## src/rtl/dmem_port_arbiter.sv

```systemverilog
// dmem_port_arbiter: shares one synchronous data-memory port between m0 (core
// load/store, priority) and m1 (secondary master). A starvation counter forces
// a grant to m1 once it has been denied MAX_WAIT consecutive cycles. Read data
// returns one cycle after the grant and is steered back to the issuing master.
// Optional: define DMEM_ARB_STATS_EN to add saturating grant/conflict counters.
module dmem_port_arbiter #(
    parameter int ADDR_W   = 32,
    parameter int DATA_W   = 32,
    parameter int MAX_WAIT = 4
) (
    input  logic              clk,
    input  logic              rst_n,
    input  logic              m0_req,
    input  logic              m0_we,
    input  logic [ADDR_W-1:0] m0_addr,
    input  logic [DATA_W-1:0] m0_wdata,
    output logic              m0_gnt,
    output logic              m0_rvalid,
    output logic [DATA_W-1:0] m0_rdata,
    input  logic              m1_req,
    input  logic              m1_we,
    input  logic [ADDR_W-1:0] m1_addr,
    input  logic [DATA_W-1:0] m1_wdata,
    output logic              m1_gnt,
    output logic              m1_rvalid,
    output logic [DATA_W-1:0] m1_rdata,
    output logic              mem_en,
    output logic              mem_we,
    output logic [ADDR_W-1:0] mem_addr,
    output logic [DATA_W-1:0] mem_wdata,
    input  logic [DATA_W-1:0] mem_rdata
`ifdef DMEM_ARB_STATS_EN
    ,
    output logic [15:0]       stat_m0_grants,
    output logic [15:0]       stat_m1_grants,
    output logic [15:0]       stat_conflicts
`endif
);

    localparam logic [3:0] MAX_WAIT_C = 4'(MAX_WAIT);

    logic [3:0] starve_cnt_q, starve_cnt_d;
    logic       rd_pend_q, rd_pend_d;
    logic       rd_owner_q, rd_owner_d;   // 0 = m0, 1 = m1
    logic       force_m1;

    assign force_m1 = (starve_cnt_q == MAX_WAIT_C);

    // Grant decision; grants are held off while reset is asserted so no strobe
    // reaches memory during reset even if requests are already high.
    always_comb begin
        m0_gnt = rst_n && m0_req && !(force_m1 && m1_req);
        m1_gnt = rst_n && m1_req && (!m0_req || force_m1);
    end

    // Starvation counter: clears when m1 is served or idle, else counts up to MAX_WAIT.
    always_comb begin
        starve_cnt_d = starve_cnt_q;
        if (m1_gnt || !m1_req)
            starve_cnt_d = 4'd0;
        else if (starve_cnt_q != MAX_WAIT_C)
            starve_cnt_d = starve_cnt_q + 4'd1;
    end

    // Memory-side mux from the granted master; idle port drives zeros.
    always_comb begin
        mem_en    = m0_gnt | m1_gnt;
        mem_we    = 1'b0;
        mem_addr  = '0;
        mem_wdata = '0;
        if (m1_gnt) begin
            mem_we    = m1_we;
            mem_addr  = m1_addr;
            mem_wdata = m1_wdata;
        end else if (m0_gnt) begin
            mem_we    = m0_we;
            mem_addr  = m0_addr;
            mem_wdata = m0_wdata;
        end
    end

    // Read-return tracking: remember that a read went out this cycle and who owns it.
    always_comb begin
        rd_pend_d  = mem_en && !mem_we;
        rd_owner_d = m1_gnt;
    end

    // State registers; reset drops any in-flight read return.
    always_ff @(posedge clk or negedge rst_n) begin
        if (!rst_n) begin
            starve_cnt_q <= 4'd0;
            rd_pend_q    <= 1'b0;
            rd_owner_q   <= 1'b0;
        end else begin
            starve_cnt_q <= starve_cnt_d;
            rd_pend_q    <= rd_pend_d;
            rd_owner_q   <= rd_owner_d;
        end
    end

    // Steer returning read data to its owner; the other master sees zero.
    always_comb begin
        m0_rvalid = rd_pend_q && !rd_owner_q;
        m1_rvalid = rd_pend_q &&  rd_owner_q;
        m0_rdata  = m0_rvalid ? mem_rdata : '0;
        m1_rdata  = m1_rvalid ? mem_rdata : '0;
    end

`ifdef DMEM_ARB_STATS_EN
    logic [15:0] stat_m0_q, stat_m0_d;
    logic [15:0] stat_m1_q, stat_m1_d;
    logic [15:0] stat_cf_q, stat_cf_d;

    // Saturating event counters.
    always_comb begin
        stat_m0_d = stat_m0_q;
        stat_m1_d = stat_m1_q;
        stat_cf_d = stat_cf_q;
        if (m0_gnt && stat_m0_q != 16'hFFFF)
            stat_m0_d = stat_m0_q + 16'd1;
        if (m1_gnt && stat_m1_q != 16'hFFFF)
            stat_m1_d = stat_m1_q + 16'd1;
        if (m0_req && m1_req && stat_cf_q != 16'hFFFF)
            stat_cf_d = stat_cf_q + 16'd1;
    end

    // Counter registers.
    always_ff @(posedge clk or negedge rst_n) begin
        if (!rst_n) begin
            stat_m0_q <= 16'd0;
            stat_m1_q <= 16'd0;
            stat_cf_q <= 16'd0;
        end else begin
            stat_m0_q <= stat_m0_d;
            stat_m1_q <= stat_m1_d;
            stat_cf_q <= stat_cf_d;
        end
    end

    assign stat_m0_grants = stat_m0_q;
    assign stat_m1_grants = stat_m1_q;
    assign stat_conflicts = stat_cf_q;
`endif

endmodule

```

## config.mk

```make
export PLATFORM = sky130hd
export DESIGN_NAME = dmem_port_arbiter
export DESIGN_NICKNAME = d
export VERILOG_FILES = /design/src/rtl/dmem_port_arbiter.sv
export SDC_FILE = /design/constraint.sdc
export NUM_CORES = 1
export LEC_CHECK = 0
export ABC_AREA = 1
export BUFFER_PORTS_ARGS = -buffer_cell sky130_fd_sc_hd__buf_2
export CAP_MARGIN = 20
export CORE_AREA = 2 2 115 117
export DETAILED_ROUTE_END_ITERATION = 6
export DIE_AREA = 0 0 117 119
export GPL_TIMING_DRIVEN = 0
export HOLD_SLACK_MARGIN = 0.02
export PLACE_DENSITY = 0.56
export SLEW_MARGIN = 20
export SYNTH_ARGS = -nofsm -noshare
export SYNTH_HDL_FRONTEND = slang
export SYNTH_SLANG_ARGS = --single-unit
export TNS_END_PERCENT = 5
```

## constraint.sdc

```tcl
create_clock -name clk -period 1.3 [get_ports clk]
set_clock_uncertainty 0.15 [all_clocks]
set_input_delay 0.065 -clock clk [delete_from_list [all_inputs] [get_ports clk]]
set_output_delay 0.065 -clock clk [all_outputs]
set_load 0.01 [all_outputs]
```

==> metrics, run 1 <==
Syn-to-layout area delta=143%; diode count=0; Critical path origin=starve_cnt_q[1]$_DFFE_PN0P_; synth cell count leaders=150 x nand2_1, 70 x nor2_1, 52 x nand2_2; Worst slew margin=79.7%; Die ar.=0.0139 sq mm; vias in the first global route=2781; final period utilization=151%; Sink Count=6; antenna-violating nets left=0; main area contributors after synthesis=nand2_1 31%, nand2_2 18%, nor2_1 15%; H-tree levels=1; top-count cell post-synth=nand2_1; final worst slack=-658 ps; grt ovf=0; Port-buffer cells=299; share of cells above drive strength 1=75.3%; fmax=0.511 GHz; IR drop worst, VDD=0.000680 V; Worst-path clk slew=40 ps; status=complete, but fails checks; Storage cell area=150 sq um; syn_area_per_cell=5.02 sq um; Final setup viols=132; max cap viols=0; syn_nets=524; ys async rst share=100%; min Tclk post-route=1960 ps; Sum Neg Setup Slack=-46660 ps; Seq cells post-synth=6; Max Buffers Root-to-Sink=2; DRT iter0 DRCs=68; Cells after DPL=831; crit path to=mem_wdata[10]; post-synthesis instance area=0.00179 sq mm; gr usage total=11.4%; Final GP Congestion=0.806; largest net degree at the start of global routing=12; hold_sp=m1_req; Die X-Extent=117 um; number of buffers created by CTS=3; DPL Wire Length=7.63 mm; Crit path arrival time=1740 ps; Worst-Margin Slew=304 ps; Synth warnings=0; RSZ-0062 raised after global routing=true; post-synthesis cell count=356; Final Slew Violations=0; Top FF cell, synth=dfrtp_1; CP Capture Type=primary output; count of TritonRoute iterations in the first routing pass=4; footprint of the multi-input gates=0.00159 sq mm; post-synthesis cell type count=19; drt wl/cell=11.6 um; initial cell density of the core=13.9%; Via density=3.74; clock tree from TritonCTS=yes; Crit Path Max Fanout=10; post-layout util=33.8%; Worst EP required=1090 ps; Site Rows=42; cells on worst reg2reg path=7; Yosys top cell area share=31.5%; I/O Pins=300; power density cells=474 mW/mm^2; FF-to-FF setup slack=-60 ps; Non-Filler Instances=845; R2R Path Start=starve_cnt_q[1]$_DFFE_PN0P_; nets=839; via count=3164; DRC violations left=0; antenna violations before repair=0; R2R Path End=rd_owner_q$_DFF_PN0_; post-synth top area cell=nand2_1; count of flip-flops with a built-in enable after synthesis=0; final hold violation count=0; kind of critical path=flop to primary output; failing checks=setup timing; Chip Height=119 um; Leakage Power=2.75 nW; # fillers=1414; Core Area=0.0129 sq mm; first-pass GRT wire length=12.9 mm; min-delay worst type=input pin to flop; Routed WL=9.78 mm; sequential element share of the synthesized area=8.40%; Worst-Skew Late Latency=230 ps; element type at the critical path start=flop; Clock Tree Root=clkbuf_16
==> stage by stage <==
step / hold slack (ps) / instance area, sq um / power [mW] / setup WS (ps)
6_report: 54.0 / 4350 / 2.06 / -658
4_1_cts: 41.1 / 3890 / 1.91 / -722
5_1_grt: 75.8 / 4350 / 2.22 / -774
3_5_place_dp: -224 / 3630 / 1.33 / -515
3_3_place_gp: -225 / 3630 / 1.32 / -502
2_1_floorplan: -381 / 1920 / 0.760 / -188
==> routing by layer <==
| layer | global-route usage, % | share of wire [%] |
|---|---|---|
| met5 | 0 | 0 |
| met2 | 21.6 | 53 |
| met4 | 1.40 | 0.89 |
| met1 | 13.8 | 41 |
| met3 | 1.58 | 5.4 |
==> registers in the layout (all words and copies together) (netlist names) <==
signal        cells
starve_cnt_q      4
rd_owner_q        1
rd_pend_q         1
==> report_power, final <==
part	internal (mW)	switching (mW)	leakage [nW]
Combinational	0.671	0.678	2.63
Sequential	0.201	0.0155	0.0799
Clock	0.395	0.103	0.0370
==> worst max-delay path, stage by stage (launching register included) <==
cell and delay, ps:
dfrtp_1 400, inv_1 70, ha_2 180, nand4_1 130, nand2_1 120, inv_2 60, buf_12 150, buf_8 140
nand2_1 70, nand2_2 70, buf_6 120
==> area by class of cell <==
| class | instances | area share, % |
|---|---|---|
| Multi-Input combinational cell | 285 | 36.5 |
| Timing Repair Buffer | 310 | 41.7 |
| Sequential cell | 6 | 3.45 |
| Tap cell | 176 | 5.06 |
| Clock buffer | 3 | 1.73 |
| Buffer | 20 | 7.54 |
| Inverter | 45 | 4.00 |
==> cells in the final DEF, fill, tap and decap left out, drive strengths merged <==
cell type,synthesis,final
and2,1,1
buf,14,322
clkbuf,6,7
clkinv,0,1
dfrtp,6,6
dlygate4sd3,0,4
ha,2,2
inv,45,44
nand2,202,202
nand3,4,4
nand4,1,1
nor2,70,70
o211ai,1,1
o21ai,2,2
xnor2,1,1
xor2,1,1
==> kinds of logic after synthesis <==
| kind of cell | after synthesis | share of synthesized area (%) |
|---|---|---|
| buffers and inverters | 65 | 21.8 |
| DFF | 6 | 8.40 |
| AOI/OAI and AO/OA | 3 | 0.980 |
| adders and majority gates | 2 | 1.40 |
| xor gates and xnor gates | 2 | 0.980 |
| and+or+nand+nor | 278 | 66.5 |
==> worst min path at each step <==
stage | to | slack [ps] | depth (start not counted)
5_1_grt | starve_cnt_q[3]$_DFFE_PN0P_ | 80 | 3
3_3_place_gp | starve_cnt_q[1]$_DFFE_PN0P_ | -220 | 1
4_1_cts | starve_cnt_q[2]$_DFFE_PN0P_ | 40 | 5
3_5_place_dp | starve_cnt_q[1]$_DFFE_PN0P_ | -220 | 1
6_report | starve_cnt_q[3]$_DFFE_PN0P_ | 50 | 3
2_1_floorplan | rd_owner_q$_DFF_PN0_ | -380 | 0
==> repair_timing <==
action | CTS | global route
buffers inserted | 0 | 3
gates cloned | 0 | 4
endpoints found under the hold margin | 8 | 0
gates resized for setup | 39 | 101
endpoints found under the setup margin | 133 | 135
hold buffers | 4 | 0
pin swaps | 0 | 8
No activity file was read; power rests on OpenSTA's default activity.
==> run 2: changes to the inputs <==
--- a/config.mk
+++ b/config.mk
@@ -14,6 +14,7 @@
 export GPL_TIMING_DRIVEN = 0
 export HOLD_SLACK_MARGIN = 0.02
 export PLACE_DENSITY = 0.56
+export RECOVER_POWER = 50
 export SLEW_MARGIN = 20
 export SYNTH_ARGS = -nofsm -noshare
 export SYNTH_HDL_FRONTEND = slang
==> run 2 against run 1 <==
  * The run still ends with setup timing left
  * Sequential share of layout area is essentially flat
  * Fmax grew 0.11%
  * Clock-buffer cell count is the same
  * Flip-flop and latch count is the same
  * Critical path depth is the same
  * Power is essentially flat
  * First-iteration DRC count is the same
  * Core utilization is essentially flat
  * Via count shrank 0.13%
  * Non-clock buffer count is the same
  * Critical path type unchanged
  * Critical endpoint unchanged
  * Largest cell class unchanged
==> metrics, run 2 (synthesis results as in run 1) <==
Chip Height=119 um; Syn-to-layout area delta=143%; Die ar.=0.0139 sq mm; clock tree from TritonCTS=yes; count of TritonRoute iterations in the first routing pass=4; min-delay worst type=input pin to flop; post-layout power=2.06 mW; Worst slew margin=79.7%; delay-heaviest family, CP=buffers and inverters; I/O Pins=300; final period utilization=150%; CP Buf/Inv Count=5; Die X-Extent=117 um; Max Buffers Root-to-Sink=2; CP dominant cell by count=nand2_1; final worst slack=-655 ps; vias in the first global route=2781; Final Slew Violations=0; Final setup viols=131; setup slack at placement=-515 ps; Core Area=0.0129 sq mm; status=complete, but fails checks; DRT iter0 DRCs=68; Clock Tree Root=clkbuf_16; H-tree levels=1; DPL Wire Length=7.63 mm; RSZ-0062 raised after global routing=true; Final Cell Area=0.00435 sq mm; commonest non-fill, non-tap cell in the layout=buf_2; fmax=0.511 GHz; post-layout util=33.8%; failing checks=setup timing; Port-buffer cells=299; Worst-Skew Late Latency=230 ps; antenna violations before repair=0; nets=839; Leakage Power=2.75 nW; DRC violations left=0; kind of critical path=flop to primary output; max FFs per register=4; Critical Path Slowest Stage Cell=dfrtp_1; number of buffers created by CTS=3; largest net degree at the start of global routing=12; Via density=3.74; grt ovf=0; Routed WL=9.78 mm; Crit Path Max Fanout=10; initial cell density of the core=13.9%; Largest regs=starve_cnt_q: 4 flops, rd_owner_q: 1 flops, rd_pend_q: 1 flops; Crit path arrival time=1740 ps; Worst-Margin Slew=304 ps; gr usage total=11.4%; Site Rows=42; Sink Count=6; Final GP Congestion=0.806; instance area after placement=0.00363 sq mm; Worst-path clk slew=40 ps; share of cells above drive strength 1=75.2%; final hold violation count=0; antenna-violating nets left=0; WHS=54.4 ps; max cap viols=0; power density cells=475 mW/mm^2; IR drop worst, VDD=0.000682 V; CP Capture Type=primary output; Critical Path Max Stage Delay=400 ps; Top reg by flops=starve_cnt_q; diode count=0; drt wl/cell=11.6 um; Worst EP required=1090 ps; first-pass GRT wire length=12.9 mm; CP cell instances=inv_1 > ha_2 > nand4_1 > nand2_1 > inv_2 > buf_12 > buf_8 > nand2_1 > nand2_2 > buf_6; most frequent cells in the layout=274 x buf_2, 123 x nand2_2, 71 x nand2_1, 40 x inv_1, 36 x nor2_2; min Tclk post-route=1960 ps; via count=3160; element type at the critical path start=flop
-- run 2: changes by cell type in the layout (fill, tap and decap cells not counted) --
cell	change
clkbuf_1	+1
buf_2	-1
-- run 2: per-stage QoR --
step / setup TNS, ps / std cells
final: -46530 / 845
after global routing: -59540 / 845
after floorplan: -11430 / 356
after detailed placement: -34930 / 831
after CTS: -50740 / 838
after global placement: -34230 / 831
-- run 2: worst register-to-register path, cell delays in order, from the launching register on --
cell and delay, ps:
dfrtp_1 370, inv_1 60, ha_2 190, nand3_2 80
nand2_2 60, nand2_2 90, clkinv_4 90, buf_8 150
-- run 2: worst paths after layout --
| check | start | endpoint | slack (ps) | depth (start not counted) |
|---|---|---|---|---|
| hold reg to reg | starve_cnt_q[0]$_DFFE_PN0P_ | starve_cnt_q[0]$_DFFE_PN0P_ | 380 | 1 |
| max in group asynchronous | rst_n | starve_cnt_q[1]$_DFFE_PN0P_ | 500 | 2 |
| min in group asynchronous | rst_n | rd_owner_q$_DFF_PN0_ | 270 | 2 |
| setup / recovery | starve_cnt_q[1]$_DFFE_PN0P_ | mem_wdata[10] | -660 | 10 |
| setup reg to reg | starve_cnt_q[1]$_DFFE_PN0P_ | rd_owner_q$_DFF_PN0_ | -60 | 7 |
| hold / removal | m1_req | starve_cnt_q[3]$_DFFE_PN0P_ | 50 | 3 |
-- run 2: where the power goes --
part	switching (mW)	total [mW]	internal, mW
sequential	0.0155	0.217	0.201
clock	0.104	0.498	0.395
combinational	0.678	1.35	0.670
-- run 2: layout make-up --
type	instances	area, sq um
repair buffers	310	1810
plain buffers	20	328
multi-input cells	285	1590
inverters	45	174
fillers	1415	8530
well taps	176	220
flip-flops and latches	6	150
clock buffers	3	75.1
-- run 2: metal layers --
| layer | global-route usage [%] | up-vias | wire length, um |
|---|---|---|---|
| li1 | - | 1648 | - |
| met1 | 13.8 | 1368 | 4020 |
| met2 | 21.6 | 132 | 5150 |
| met3 | 1.58 | 12 | 527 |
| met4 | 1.40 | 0 | 87 |
| met5 | 0 | - | 0 |
-- run 2: repair_timing --
| item | in CTS | in global routing |
|---|---|---|
| endpoints found under the hold margin | 8 | 0 |
| endpoints found under the setup margin | 133 | 135 |
| hold buffers | 4 | 0 |
| cloned | 0 | 4 |
| pin swaps | 0 | 8 |
| resized for setup | 39 | 101 |
| setup buffers | 0 | 3 |
